==> src/rtl/clk_div_pkg.sv <==
// Shared types and helpers for the multi-channel integer clock divider.
// Ratios wider than WIDTH_MAX are not supported by high_len.
`timescale 1ns/1ps
package clk_div_pkg;
    localparam int WIDTH_DEFAULT = 8;
    localparam int WIDTH_MAX     = 32;

    typedef enum logic {
        BYPASS = 1'b0,
        RUN    = 1'b1
    } chan_state_t;

    // Length of the high phase: ceil(r/2), so odd ratios get the extra high cycle.
    function automatic logic [WIDTH_MAX-1:0] high_len(input logic [WIDTH_MAX-1:0] r);
        return (r >> 1) + {{(WIDTH_MAX-1){1'b0}}, r[0]};
    endfunction
endpackage

==> src/rtl/clk_div_multi_if.sv <==
// Control and output bundle of the multi-channel clock divider.
`timescale 1ns/1ps
interface clk_div_multi_if #(
    parameter int WIDTH    = 8,
    parameter int CHANNELS = 4
);
    // No handshake: enable, ratio and sync are level/pulse controls sampled on
    // every reference edge; outputs are valid every cycle.
    logic [CHANNELS-1:0]       I_clk_en;
    logic [CHANNELS*WIDTH-1:0] I_div_ratio;
    logic                      I_sync;
    logic [CHANNELS-1:0]       O_div_clk;
    logic [CHANNELS-1:0]       O_tick;
    logic [CHANNELS-1:0]       O_active;

    modport master (
        output I_clk_en, I_div_ratio, I_sync,
        input  O_div_clk, O_tick, O_active
    );

    modport slave (
        input  I_clk_en, I_div_ratio, I_sync,
        output O_div_clk, O_tick, O_active
    );
endinterface

==> src/rtl/clk_div_chan.sv <==
// One divider channel: BYPASS/RUN state, period counter, latched ratio and
// registered divided clock and tick.
`timescale 1ns/1ps
module clk_div_chan
    import clk_div_pkg::*;
#(
    parameter int WIDTH = WIDTH_DEFAULT
) (
    input  logic             ref_clk,
    input  logic             rst,
    input  logic             en,
    input  logic [WIDTH-1:0] ratio,
    input  logic             sync,
    output logic             div_clk,
    output logic             tick,
    output chan_state_t      state
);
    logic [WIDTH-1:0] cnt;
    logic [WIDTH-1:0] ratio_q;
    logic [WIDTH-1:0] high_q;
    logic             div_q;
    logic             tick_q;

    logic             start_ok;
    logic             at_end;
    logic [WIDTH-1:0] cnt_inc;
    logic [WIDTH-1:0] high_next;

    assign start_ok  = en && (ratio >= WIDTH'(2));
    assign at_end    = (cnt == ratio_q - WIDTH'(1));
    assign cnt_inc   = cnt + WIDTH'(1);
    // High length is latched with the ratio so the per-cycle path is one compare.
    assign high_next = WIDTH'(high_len(WIDTH_MAX'(ratio)));

    always_ff @(posedge ref_clk) begin
        if (rst) begin
            state   <= BYPASS;
            cnt     <= '0;
            ratio_q <= '0;
            high_q  <= '0;
            div_q   <= 1'b0;
            tick_q  <= 1'b0;
        end else begin
            case (state)
                BYPASS: begin
                    if (start_ok) begin
                        state   <= RUN;
                        ratio_q <= ratio;
                        high_q  <= high_next;
                        cnt     <= '0;
                        div_q   <= 1'b1;
                        tick_q  <= 1'b1;
                    end
                end
                RUN: begin
                    if (sync || at_end) begin
                        if (start_ok) begin
                            ratio_q <= ratio;
                            high_q  <= high_next;
                            cnt     <= '0;
                            div_q   <= 1'b1;
                            tick_q  <= 1'b1;
                        end else begin
                            state  <= BYPASS;
                            cnt    <= '0;
                            div_q  <= 1'b0;
                            tick_q <= 1'b0;
                        end
                    end else begin
                        cnt    <= cnt_inc;
                        div_q  <= (cnt_inc < high_q);
                        tick_q <= 1'b0;
                    end
                end
                default: state <= BYPASS;
            endcase
        end
    end

    // Bypass hands the reference clock straight through; this mux is not glitch-free.
    assign div_clk = (state == RUN) ? div_q : ref_clk;
    assign tick    = tick_q;
endmodule

==> src/rtl/clk_div_multi.sv <==
// Multi-channel integer clock divider: CHANNELS independent dividers sharing
// one reference clock, reset and sync pulse.
`timescale 1ns/1ps
module clk_div_multi
    import clk_div_pkg::*;
#(
    parameter int WIDTH    = WIDTH_DEFAULT,
    parameter int CHANNELS = 4
) (
    input  logic            I_ref_clk,
    input  logic            I_rst,
    clk_div_multi_if.slave  bus
);
    chan_state_t chan_state [CHANNELS];

    for (genvar gi = 0; gi < CHANNELS; gi++) begin : g_chan
        clk_div_chan #(
            .WIDTH (WIDTH)
        ) u_chan (
            .ref_clk (I_ref_clk),
            .rst     (I_rst),
            .en      (bus.I_clk_en[gi]),
            .ratio   (bus.I_div_ratio[gi*WIDTH +: WIDTH]),
            .sync    (bus.I_sync),
            .div_clk (bus.O_div_clk[gi]),
            .tick    (bus.O_tick[gi]),
            .state   (chan_state[gi])
        );

        assign bus.O_active[gi] = (chan_state[gi] == RUN);
    end
endmodule

==> src/flat_wrapper.sv <==
// flat-port wrapper written by rule: the top's interface ports become plain ports
module clk_div_multi_flat import clk_div_pkg::*;
#(
    parameter int WIDTH    = WIDTH_DEFAULT,
    parameter int CHANNELS = 4
)
  (I_ref_clk, I_rst, bus_I_clk_en, bus_I_div_ratio, bus_I_sync, bus_O_div_clk, bus_O_tick, bus_O_active);
  clk_div_multi_if #(.WIDTH(WIDTH), .CHANNELS(CHANNELS)) bus_i ();
  input  logic I_ref_clk;
  input  logic I_rst;
  input wire logic [$bits(bus_i.I_clk_en)-1:0] bus_I_clk_en;
  input wire logic [$bits(bus_i.I_div_ratio)-1:0] bus_I_div_ratio;
  input wire logic [$bits(bus_i.I_sync)-1:0] bus_I_sync;
  output wire logic [$bits(bus_i.O_div_clk)-1:0] bus_O_div_clk;
  output wire logic [$bits(bus_i.O_tick)-1:0] bus_O_tick;
  output wire logic [$bits(bus_i.O_active)-1:0] bus_O_active;
  assign bus_i.I_clk_en = bus_I_clk_en;
  assign bus_i.I_div_ratio = bus_I_div_ratio;
  assign bus_i.I_sync = bus_I_sync;
  assign bus_O_div_clk = bus_i.O_div_clk;
  assign bus_O_tick = bus_i.O_tick;
  assign bus_O_active = bus_i.O_active;
  clk_div_multi #(.WIDTH(WIDTH), .CHANNELS(CHANNELS)) u_core (.I_ref_clk(I_ref_clk), .I_rst(I_rst), .bus(bus_i));
endmodule
==> config.mk <==
export PLATFORM = sky130hd
export DESIGN_NAME = clk_div_multi_flat
export DESIGN_NICKNAME = d
export VERILOG_FILES = /design/src/rtl/clk_div_pkg.sv /design/src/rtl/clk_div_multi_if.sv /design/src/rtl/clk_div_chan.sv /design/src/rtl/clk_div_multi.sv /design/src/flat_wrapper.sv
export SDC_FILE = /design/constraint.sdc
export NUM_CORES = 1
export LEC_CHECK = 0
export BUFFER_PORTS_ARGS = -buffer_cell sky130_fd_sc_hd__buf_2
export CORE_ASPECT_RATIO = 0.5
export CORE_MARGIN = 4
export CORE_UTILIZATION = 55
export CTS_CLUSTER_SIZE = 12
export DETAILED_ROUTE_END_ITERATION = 10
export GPL_TIMING_DRIVEN = 0
export PLACE_DENSITY = 0.77
export SLEW_MARGIN = 5
export SYNTH_ARGS = -nofsm -noshare
export SYNTH_HDL_FRONTEND = slang
export SYNTH_SLANG_ARGS = --single-unit
==> constraint.sdc <==
create_clock -name I_ref_clk -period 2.5 [get_ports I_ref_clk]
set_input_delay 0.125 -clock I_ref_clk [delete_from_list [all_inputs] [get_ports I_ref_clk]]
set_output_delay 0.125 -clock I_ref_clk [all_outputs]
set_load 0.05 [all_outputs]
==> impl_metrics.tcl, run 1 <==
set metrics [dict create \
    power_leakage_uw 0.00368 \
    final_cells 1114 \
    synth_most_common_cell "dfxtp_1" \
    dp_slack_ps -304 \
    max_freq_mhz 362 \
    area_growth_pct 27.1 \
    netlist_instances 839 \
    setup_viol 51 \
    synth_top_area_frac 0.309 \
    arrival_ps 3170 \
    final_max_slew_viol_count 0 \
    worstMarginPinSlew_ps 1040 \
    rows 28 \
    cp_max_fo 9 \
    postRouteAntennaNets 0 \
    grt_use_total 0.260 \
    fin_crit_ps 2760 \
    setup_tns_ps -5970 \
    cts_tree "done" \
    rsz0062_at_grt "true" \
    hpwlAfterDp_mm 13.5 \
    clkSlewWorstSetupHoldPaths_ps 70 \
    grt_pass1_vias 6408 \
    cp-end-kind "flop" \
    async_flop_share 0 \
    dp_cells 1053 \
    fin_nets 1032 \
    antenna_found_initial 0 \
    drtPass1Iterations 5 \
    synth-seq-cells 108 \
    synth.area.top_cells "dfxtp_1, ha_1, xor2_1" \
    io_buffers 49 \
    powerDensity_mw_per_mm2 575 \
    vias 7164 \
    status "finished, violations left" \
    violations "negative setup slack" \
    syn-cell-area_mm2 0.00700 \
    setup.worst_path.class "in -> reg" \
    clock_skew_ps 8.09 \
    die_w_um 168 \
    yosysWarnings 0 \
    maxCapViolCount 0 \
    whs_ps 7.12 \
    start_util 0.577 \
    finalHoldViolations 0 \
    synth_top_cell_by_area "dfxtp_1" \
    ir_worst_vdd_mv 0.319 \
    grt_start_max_net_pins 17 \
    drc_errors 0 \
    gp_congestion 0.884 \
    synth.distinct_cells 64 \
    via_per_inst 6.43 \
    grt_pass1_wl_mm 31.5 \
    ios 51 \
    drive_gt1_frac 0.243 \
    syn_nets 926 \
    final_util 0.734 \
    synth_edf_count 0 \
    dieArea_mm2 0.0147 \
    clk-insertion-delay-late_ps 460 \
    required_ps 2910 \
    yosys-top-cells-count "dfxtp_1, o21ai_0, a21oi_1" \
    grt.overflow.total 0 \
    seq_area_frac_synth 0.309 \
    slew_headroom 0.300 \
    startpoint_type "input pin" \
    worstHoldPathType "in -> reg" \
    wl_per_cell_um 19.3 \
    syn_area_per_cell_um2 8.34 \
    finalWorstSetupSlack_ps -264 \
    synth_flop_cell "dfxtp_1" \
    drt_wl_total_mm 21.5 \
    core-area_mm2 0.0121 \
    first_iter_violations 847 \
    antennaDiodeCount 0 \
    die_y_um 87.8 \
    fin_crit_sh 1.11 \
]
[registers in the layout (all words and copies together) (netlist names)]
register / flops
u_core.g_chan.u_chan.ratio_q: 32
u_core.g_chan.u_chan.tick: 4
u_core.g_chan.u_chan.high_q: 32
u_core.g_chan.u_chan.div_q: 4
u_core.g_chan.u_chan.state: 4
u_core.g_chan.u_chan.cnt: 32
[cell type report]
class                      count  area, µm²
inverter                      48        180
fill                         854       3230
tap                          165        206
clock buffer                  19        363
timing repair buffer          89        633
sequential                   108       2200
clock inverter                 4       73.8
multi-input combinational    629       4940
buffer                        52        300
[logic make-up after synthesis]
| kind of cell | Yosys count | synth area share |
|---|---|---|
| AOI/OAI and AO/OA | 284 | 0.279 |
| xor gates and xnor gates | 74 | 0.0926 |
| adders and majority gates | 48 | 0.0858 |
| buffers and inverters | 103 | 0.0633 |
| DFF | 108 | 0.309 |
| muxes | 4 | 0.00644 |
| and+or+nand+nor | 218 | 0.164 |
[power breakdown]
part           internal [µW]  leakage (µW)  switching, µW  total [µW]
Clock                   1310      0.000257            945        2250
Combinational            397       0.00253            574         971
Sequential              1810      0.000895           88.0        1900
[worst max-delay path, cell delays in order]
cell and delay (ps):
dlygate4sd3_1 550, buf_2 170, inv_1 90, ha_1 210, nor4_1 360, a21boi_1 380, nor3_1 800, inv_1 200
o21ai_0 140, a21o_1 140
[timing repair]
action,in CTS,in global routing
endpoints found under the hold margin,14,0
setup buffers,9,16
hold buffers,14,0
setup endpoints to repair,106,95
gates resized for setup,56,128
cloned,3,3
pin swaps,15,57
[worst paths after layout]
kind / startpoint / to / slack (ps) / depth (start not counted)
worst max-delay path: bus_I_div_ratio[16] / u_core.g_chan[2].u_chan.cnt[2] / -260 / 10
worst min-delay path: bus_I_div_ratio[31] / u_core.g_chan[3].u_chan.ratio_q[7] / 7 / 3
worst max register to register: u_core.g_chan[2].u_chan.ratio_q[0] / u_core.g_chan[2].u_chan.cnt[4] / -230 / 8
worst min register to register: u_core.g_chan[0].u_chan.tick / u_core.g_chan[0].u_chan.tick / 460 / 2
[routing by layer]
metal  vias up  GRT usage  wire, µm
met3        58     0.0604      1580
met2       339      0.418      9920
met5         -          0         0
li1       3312          -         -
met4         0     0.0648       504
met1      3455      0.358      9440
[stage by stage]
stage	cell area [µm²]	power, µW
after floorplan	7000	2760
after global placement	7450	2990
after detailed placement	7450	3010
after CTS	8270	4960
after global routing	8890	5310
final	8890	5120
[layout by cell type, fill, tap and decap left out, drive strengths merged, types with 7 or more instances in the layout]
cell type | netlist | routed
nor2 | 36 | 37
nand3b | 7 | 7
nor3 | 17 | 17
xnor2 | 34 | 34
buf | 17 | 99
a211oi | 17 | 17
or3 | 7 | 7
nand3 | 37 | 37
xor2 | 40 | 40
a21boi | 7 | 7
o211a | 14 | 14
inv | 47 | 47
clkbuf | 38 | 47
a21oi | 60 | 60
nand2 | 42 | 42
dfxtp | 108 | 108
o21a | 15 | 15
and3 | 16 | 16
o21ai | 61 | 61
a21o | 9 | 9
nand2b | 9 | 9
and2 | 9 | 9
a31oi | 15 | 15
o211ai | 35 | 35
ha | 48 | 48
dlygate4sd3 | 0 | 14
o31ai | 11 | 11
nor4 | 14 | 14
No activity file was read; power rests on OpenSTA's default activity.
==> run 2: changes to the inputs <==
==> constraint.sdc (replaced) <==
create_clock -name I_ref_clk -period 2.5 [get_ports I_ref_clk]
set_input_delay 0.375 -clock I_ref_clk [delete_from_list [all_inputs] [get_ports I_ref_clk]]
set_output_delay 0.375 -clock I_ref_clk [all_outputs]
set_load 0.05 [all_outputs]
==> impl_metrics.tcl, run 2 (synthesized netlist as in run 1, its figures left out) <==
set metrics [dict create \
    status "finished, violations left" \
    violations "negative setup slack" \
    drt_wl_total_mm 20.4 \
    clkSlewWorstSetupHoldPaths_ps 70 \
    gp_congestion 0.884 \
    rsz0062_at_grt "true" \
    start_util 0.577 \
    multi_input_area_mm2 0.00492 \
    fill_cells 884 \
    clk-insertion-delay-late_ps 460 \
    antenna_found_initial 0 \
    fin_crit_ps 2710 \
    setup_viol 52 \
    die_w_um 168 \
    postRouteAntennaNets 0 \
    ir_worst_vdd_mv 0.312 \
    via_per_inst 6.33 \
    dieArea_mm2 0.0147 \
    grt_pass1_wl_mm 31.0 \
    p_total_uw 5080 \
    wl_per_cell_um 18.6 \
    die_y_um 87.8 \
    cp-end-kind "flop" \
    dp_slack_ps -304 \
    finalHoldViolations 0 \
    whs_ps 196 \
    final_max_slew_viol_count 0 \
    first_iter_violations 674 \
    startpoint_type "flop" \
    reg.largest.list "u_core.g_chan.u_chan.cnt (32), u_core.g_chan.u_chan.high_q (32), u_core.g_chan.u_chan.ratio_q (32)" \
    grt.overflow.total 0 \
    cts_tree "done" \
    vias 6947 \
    drc_errors 0 \
    grt_start_max_net_pins 17 \
    hpwlAfterDp_mm 13.5 \
    cp_max_fo 4 \
    fin_crit_sh 1.09 \
    fin_nets 1016 \
    io_buffers 49 \
    arrival_ps 3050 \
    slew_headroom 0.0755 \
    grt_pass1_vias 6337 \
    max_freq_mhz 369 \
    ios 51 \
    core-area_mm2 0.0121 \
    power_leakage_uw 0.00361 \
    antennaDiodeCount 0 \
    r2r_setup_slack_ps -210 \
    final_cells 1098 \
    rows 28 \
    clock_skew_ps 8.31 \
    mostFrequentLayoutCells "dfxtp_1, buf_2, inv_1, a21oi_1, ha_1" \
    mostFrequentLayoutCell "dfxtp_1" \
    finalWorstSetupSlack_ps -213 \
    maxCapViolCount 0 \
    regArea_mm2 0.00220 \
    cts_hold_buf 0 \
    drtPass1Iterations 5 \
    setup.worst_path.class "reg -> reg" \
    required_ps 2840 \
    worstMarginPinSlew_ps 1370 \
    dp_cells 1053 \
    grt_use_total 0.256 \
    area_growth_pct 24.4 \
    worstHoldPathType "in -> reg" \
    drive_gt1_frac 0.249 \
    powerDensity_mw_per_mm2 583 \
]
[run 2: cell type report]
class	instances	area share
Inverter	48	0.0207
Timing Repair Buffer	73	0.0545
Clock inverter	4	0.00848
Sequential cell	108	0.252
Tap cell	165	0.0237
Buffer	52	0.0341
Clock buffer	19	0.0417
Multi-Input combinational cell	629	0.565
[run 2: worst max-delay path: stages, from the launching register on]
cell     delay, ps
dfxtp_4        340
or4_1          500
or4b_1         480
a221o_2        450
buf_6          140
o31ai_4        280
nor3_1         110
a221o_1        290
[run 2: layer usage]
layer  up-vias  track usage  wire, µm
met4         0       0.0626       346
li1       3264            -         -
met1      3349        0.355      9330
met3        44       0.0591      1430
met2       290        0.408      9320
met5         -            0         0
[run 2: final timing paths]
kind                                             end                          startpoint  depth (start not counted)
setup / recovery       u_core.g_chan[2].u_chan.div_q  u_core.g_chan[2].u_chan.ratio_q[0]                          7
hold / removal    u_core.g_chan[2].u_chan.ratio_q[1]                 bus_I_div_ratio[17]                          3
setup reg to reg       u_core.g_chan[2].u_chan.div_q  u_core.g_chan[2].u_chan.ratio_q[0]                          7
hold reg to reg    u_core.g_chan[2].u_chan.high_q[1]   u_core.g_chan[2].u_chan.high_q[1]                          2
[run 2: report_power, final]
group	leakage [µW]	switching (µW)	internal (µW)	total, µW
clock network	0.000257	945	1310	2250
logic	0.00246	556	378	933
registers	0.000895	87.4	1810	1900
[run 2: metrics by stage]
stage	instance area (µm²)	TNS, ps	utilization
2_1_floorplan	7000	0	-
4_1_cts	8130	-2240	0.671
5_1_grt	8710	-8060	0.718
3_3_place_gp	7450	-12180	0.615
6_report	8710	-5320	0.718
3_5_place_dp	7450	-16980	0.615
[run 2: timing repair]
item | CTS | global route
setup endpoints to repair | 106 | 95
resized for setup | 56 | 133
gates cloned | 3 | 3
endpoints found under the hold margin | 0 | 0
pin swaps | 15 | 58
buffers inserted | 9 | 14
==> run 3: changes to the inputs <==
- SLEW_MARGIN: 5 -> unset
- clock period: 2.5 -> 2.2 ns (I/O delays scaled with it)
==> impl_metrics.tcl, run 3 (synthesized netlist as in run 1, its figures left out) <==
set metrics [dict create \
    internal-power_uw 3980 \
    drtPass1Iterations 6 \
    r2r_start "u_core.g_chan[2].u_chan.ratio_q[0]" \
    drive_gt1_frac 0.321 \
    finalHoldViolations 0 \
    clkSlewWorstSetupHoldPaths_ps 70 \
    worstHoldPathType "in -> reg" \
    multi_input_area_mm2 0.00523 \
    met1_length_mm 9.25 \
    die_w_um 168 \
    reg.largest.list "u_core.g_chan.u_chan.cnt (32), u_core.g_chan.u_chan.high_q (32), u_core.g_chan.u_chan.ratio_q (32)" \
    dieArea_mm2 0.0147 \
    drc_errors 0 \
    antenna_found_initial 0 \
    ios 51 \
    dr_wl_met2_mm 10.2 \
    powerDensity_mw_per_mm2 635 \
    setup_viol 62 \
    whs_ps 150 \
    violations "negative setup slack" \
    wl_met3_mm 1.72 \
    mostFrequentLayoutCell "dfxtp_1" \
    power_leakage_uw 0.00376 \
    status "finished, violations left" \
    pwr-share-clk 0.430 \
    comb_power_share 0.204 \
    grt_use_total 0.281 \
    p_total_uw 5890 \
    slew_headroom 0.160 \
    fin_crit_ps 2660 \
    path_cells "or4_4 -> or4b_1 -> a221o_1 -> o311ai_4 -> buf_6 -> buf_6 -> nand3_1 -> a21oi_2" \
    grt.overflow.total 0 \
    grt_pass1_wl_mm 33.7 \
    grt_pass1_vias 6848 \
    setup.worst_path.class "reg -> reg" \
    crit_slowest_cell "or4_4" \
    max_freq_mhz 376 \
    cts_tree "done" \
    cts_hold_buf 0 \
    core-area_mm2 0.0121 \
    top_layer "met4" \
    maxCapViolCount 0 \
    die_y_um 87.8 \
    worstMarginPinSlew_ps 1250 \
    ir_worst_vdd_mv 0.493 \
    rsz0062_at_grt "true" \
    grt_start_max_net_pins 18 \
    switchingPower_uw 1900 \
    required_ps 2590 \
    fin_crit_sh 1.21 \
    arrival_ps 3060 \
    finalWorstSetupSlack_ps -462 \
    wl_per_cell_um 19.5 \
    fin_nets 1033 \
    clock_skew_ps 11.3 \
    startpoint_type "flop" \
    fill_cells 816 \
    dpl_cell_area_mm2 0.00759 \
    io_buffers 49 \
    crit_start "u_core.g_chan[2].u_chan.ratio_q[0]" \
    cp_common_cell "buf_6" \
    hpwlAfterDp_mm 13.7 \
    area_growth_pct 32.4 \
    start_util 0.577 \
    rows 28 \
    p_seq_frac 0.366 \
    first_iter_violations 787 \
    postRouteAntennaNets 0 \
    critical_path.max_stage_delay_ps 510 \
    worstHoldStart "bus_I_div_ratio[23]" \
    via_per_inst 6.51 \
    regArea_mm2 0.00222 \
    finish.instance_area_mm2 0.00926 \
    mostFrequentLayoutCells "dfxtp_1, buf_2, buf_4, inv_1, a21oi_1" \
    cp_max_fo 5 \
    final_max_slew_viol_count 0 \
    drt_wl_total_mm 21.8 \
    clk-insertion-delay-late_ps 460 \
    antennaDiodeCount 0 \
    vias 7263 \
    setup_tns_ps -17120 \
    swShare 0.323 \
    cp-end-kind "flop" \
    gp_congestion 0.884 \
]
==> run 3: cell types whose count changed in the layout (fill, tap and decap cells not counted), moves of 6 or more <==
cell,change
a21oi_2,+6
ha_4,+6
dfxtp_1,-8
buf_6,+6
ha_1,-6
buf_4,+14
o21ai_0,-10
==> run 3: through the flow <==
stage          instances   util  setup WS (ps)
2_1_floorplan        839      -           -220
3_3_place_gp        1053  0.626           -414
4_1_cts             1102  0.729           -442
6_report            1116  0.764           -462
3_5_place_dp        1053  0.626           -457
5_1_grt             1116  0.764           -547
==> run 3: critical path, delay by kind of cell, from the launching register on <==
kind            cells  cell delay (ps)
flops               1              350
compound gates      3              850
simple gates        3             1080
buf+inv             2              310
==> run 3: worst paths after layout <==
kind / endpoint / slack [ps] / depth (start not counted)
max reg2reg: u_core.g_chan[2].u_chan.ratio_q[1] / -460 / 8
max: u_core.g_chan[2].u_chan.ratio_q[1] / -460 / 8
min: u_core.g_chan[2].u_chan.ratio_q[7] / 150 / 3
min reg2reg: u_core.g_chan[3].u_chan.tick / 470 / 2
==> run 3: layer usage <==
| metal | track usage | up-vias |
|---|---|---|
| li1 | - | 3306 |
| met1 | 0.359 | 3487 |
| met2 | 0.473 | 389 |
| met3 | 0.0586 | 81 |
| met4 | 0.116 | 0 |
| met5 | 0 | - |
==> run 3: power by group through the flow <==
| stage | Combinational (µW) | Sequential (µW) | Clock, µW |
|---|---|---|---|
| finish | 1200 | 2160 | 2530 |
| global route | 1290 | 2170 | 2640 |
| detailed placement | 869 | 2190 | 398 |
| global placement | 841 | 2180 | 398 |
| floorplan | 642 | 2160 | 357 |
| CTS | 1070 | 2150 | 2540 |
==> run 3: repair_timing <==
action | 4_1_cts | 5_1_grt
gates resized for setup | 153 | 105
gates cloned | 8 | 4
setup endpoints to repair | 112 | 106
setup buffers | 26 | 15
pin swaps | 68 | 63
==> run 3: final cells by class <==
| type | instances | area share |
|---|---|---|
| Buffer | 45 | 0.0312 |
| Tap cell | 165 | 0.0223 |
| Clock buffer | 21 | 0.0477 |
| Inverter | 48 | 0.0197 |
| Timing Repair Buffer | 96 | 0.0727 |
| Multi-Input combinational cell | 630 | 0.564 |
| Clock inverter | 3 | 0.00270 |
| Sequential cell | 108 | 0.239 |
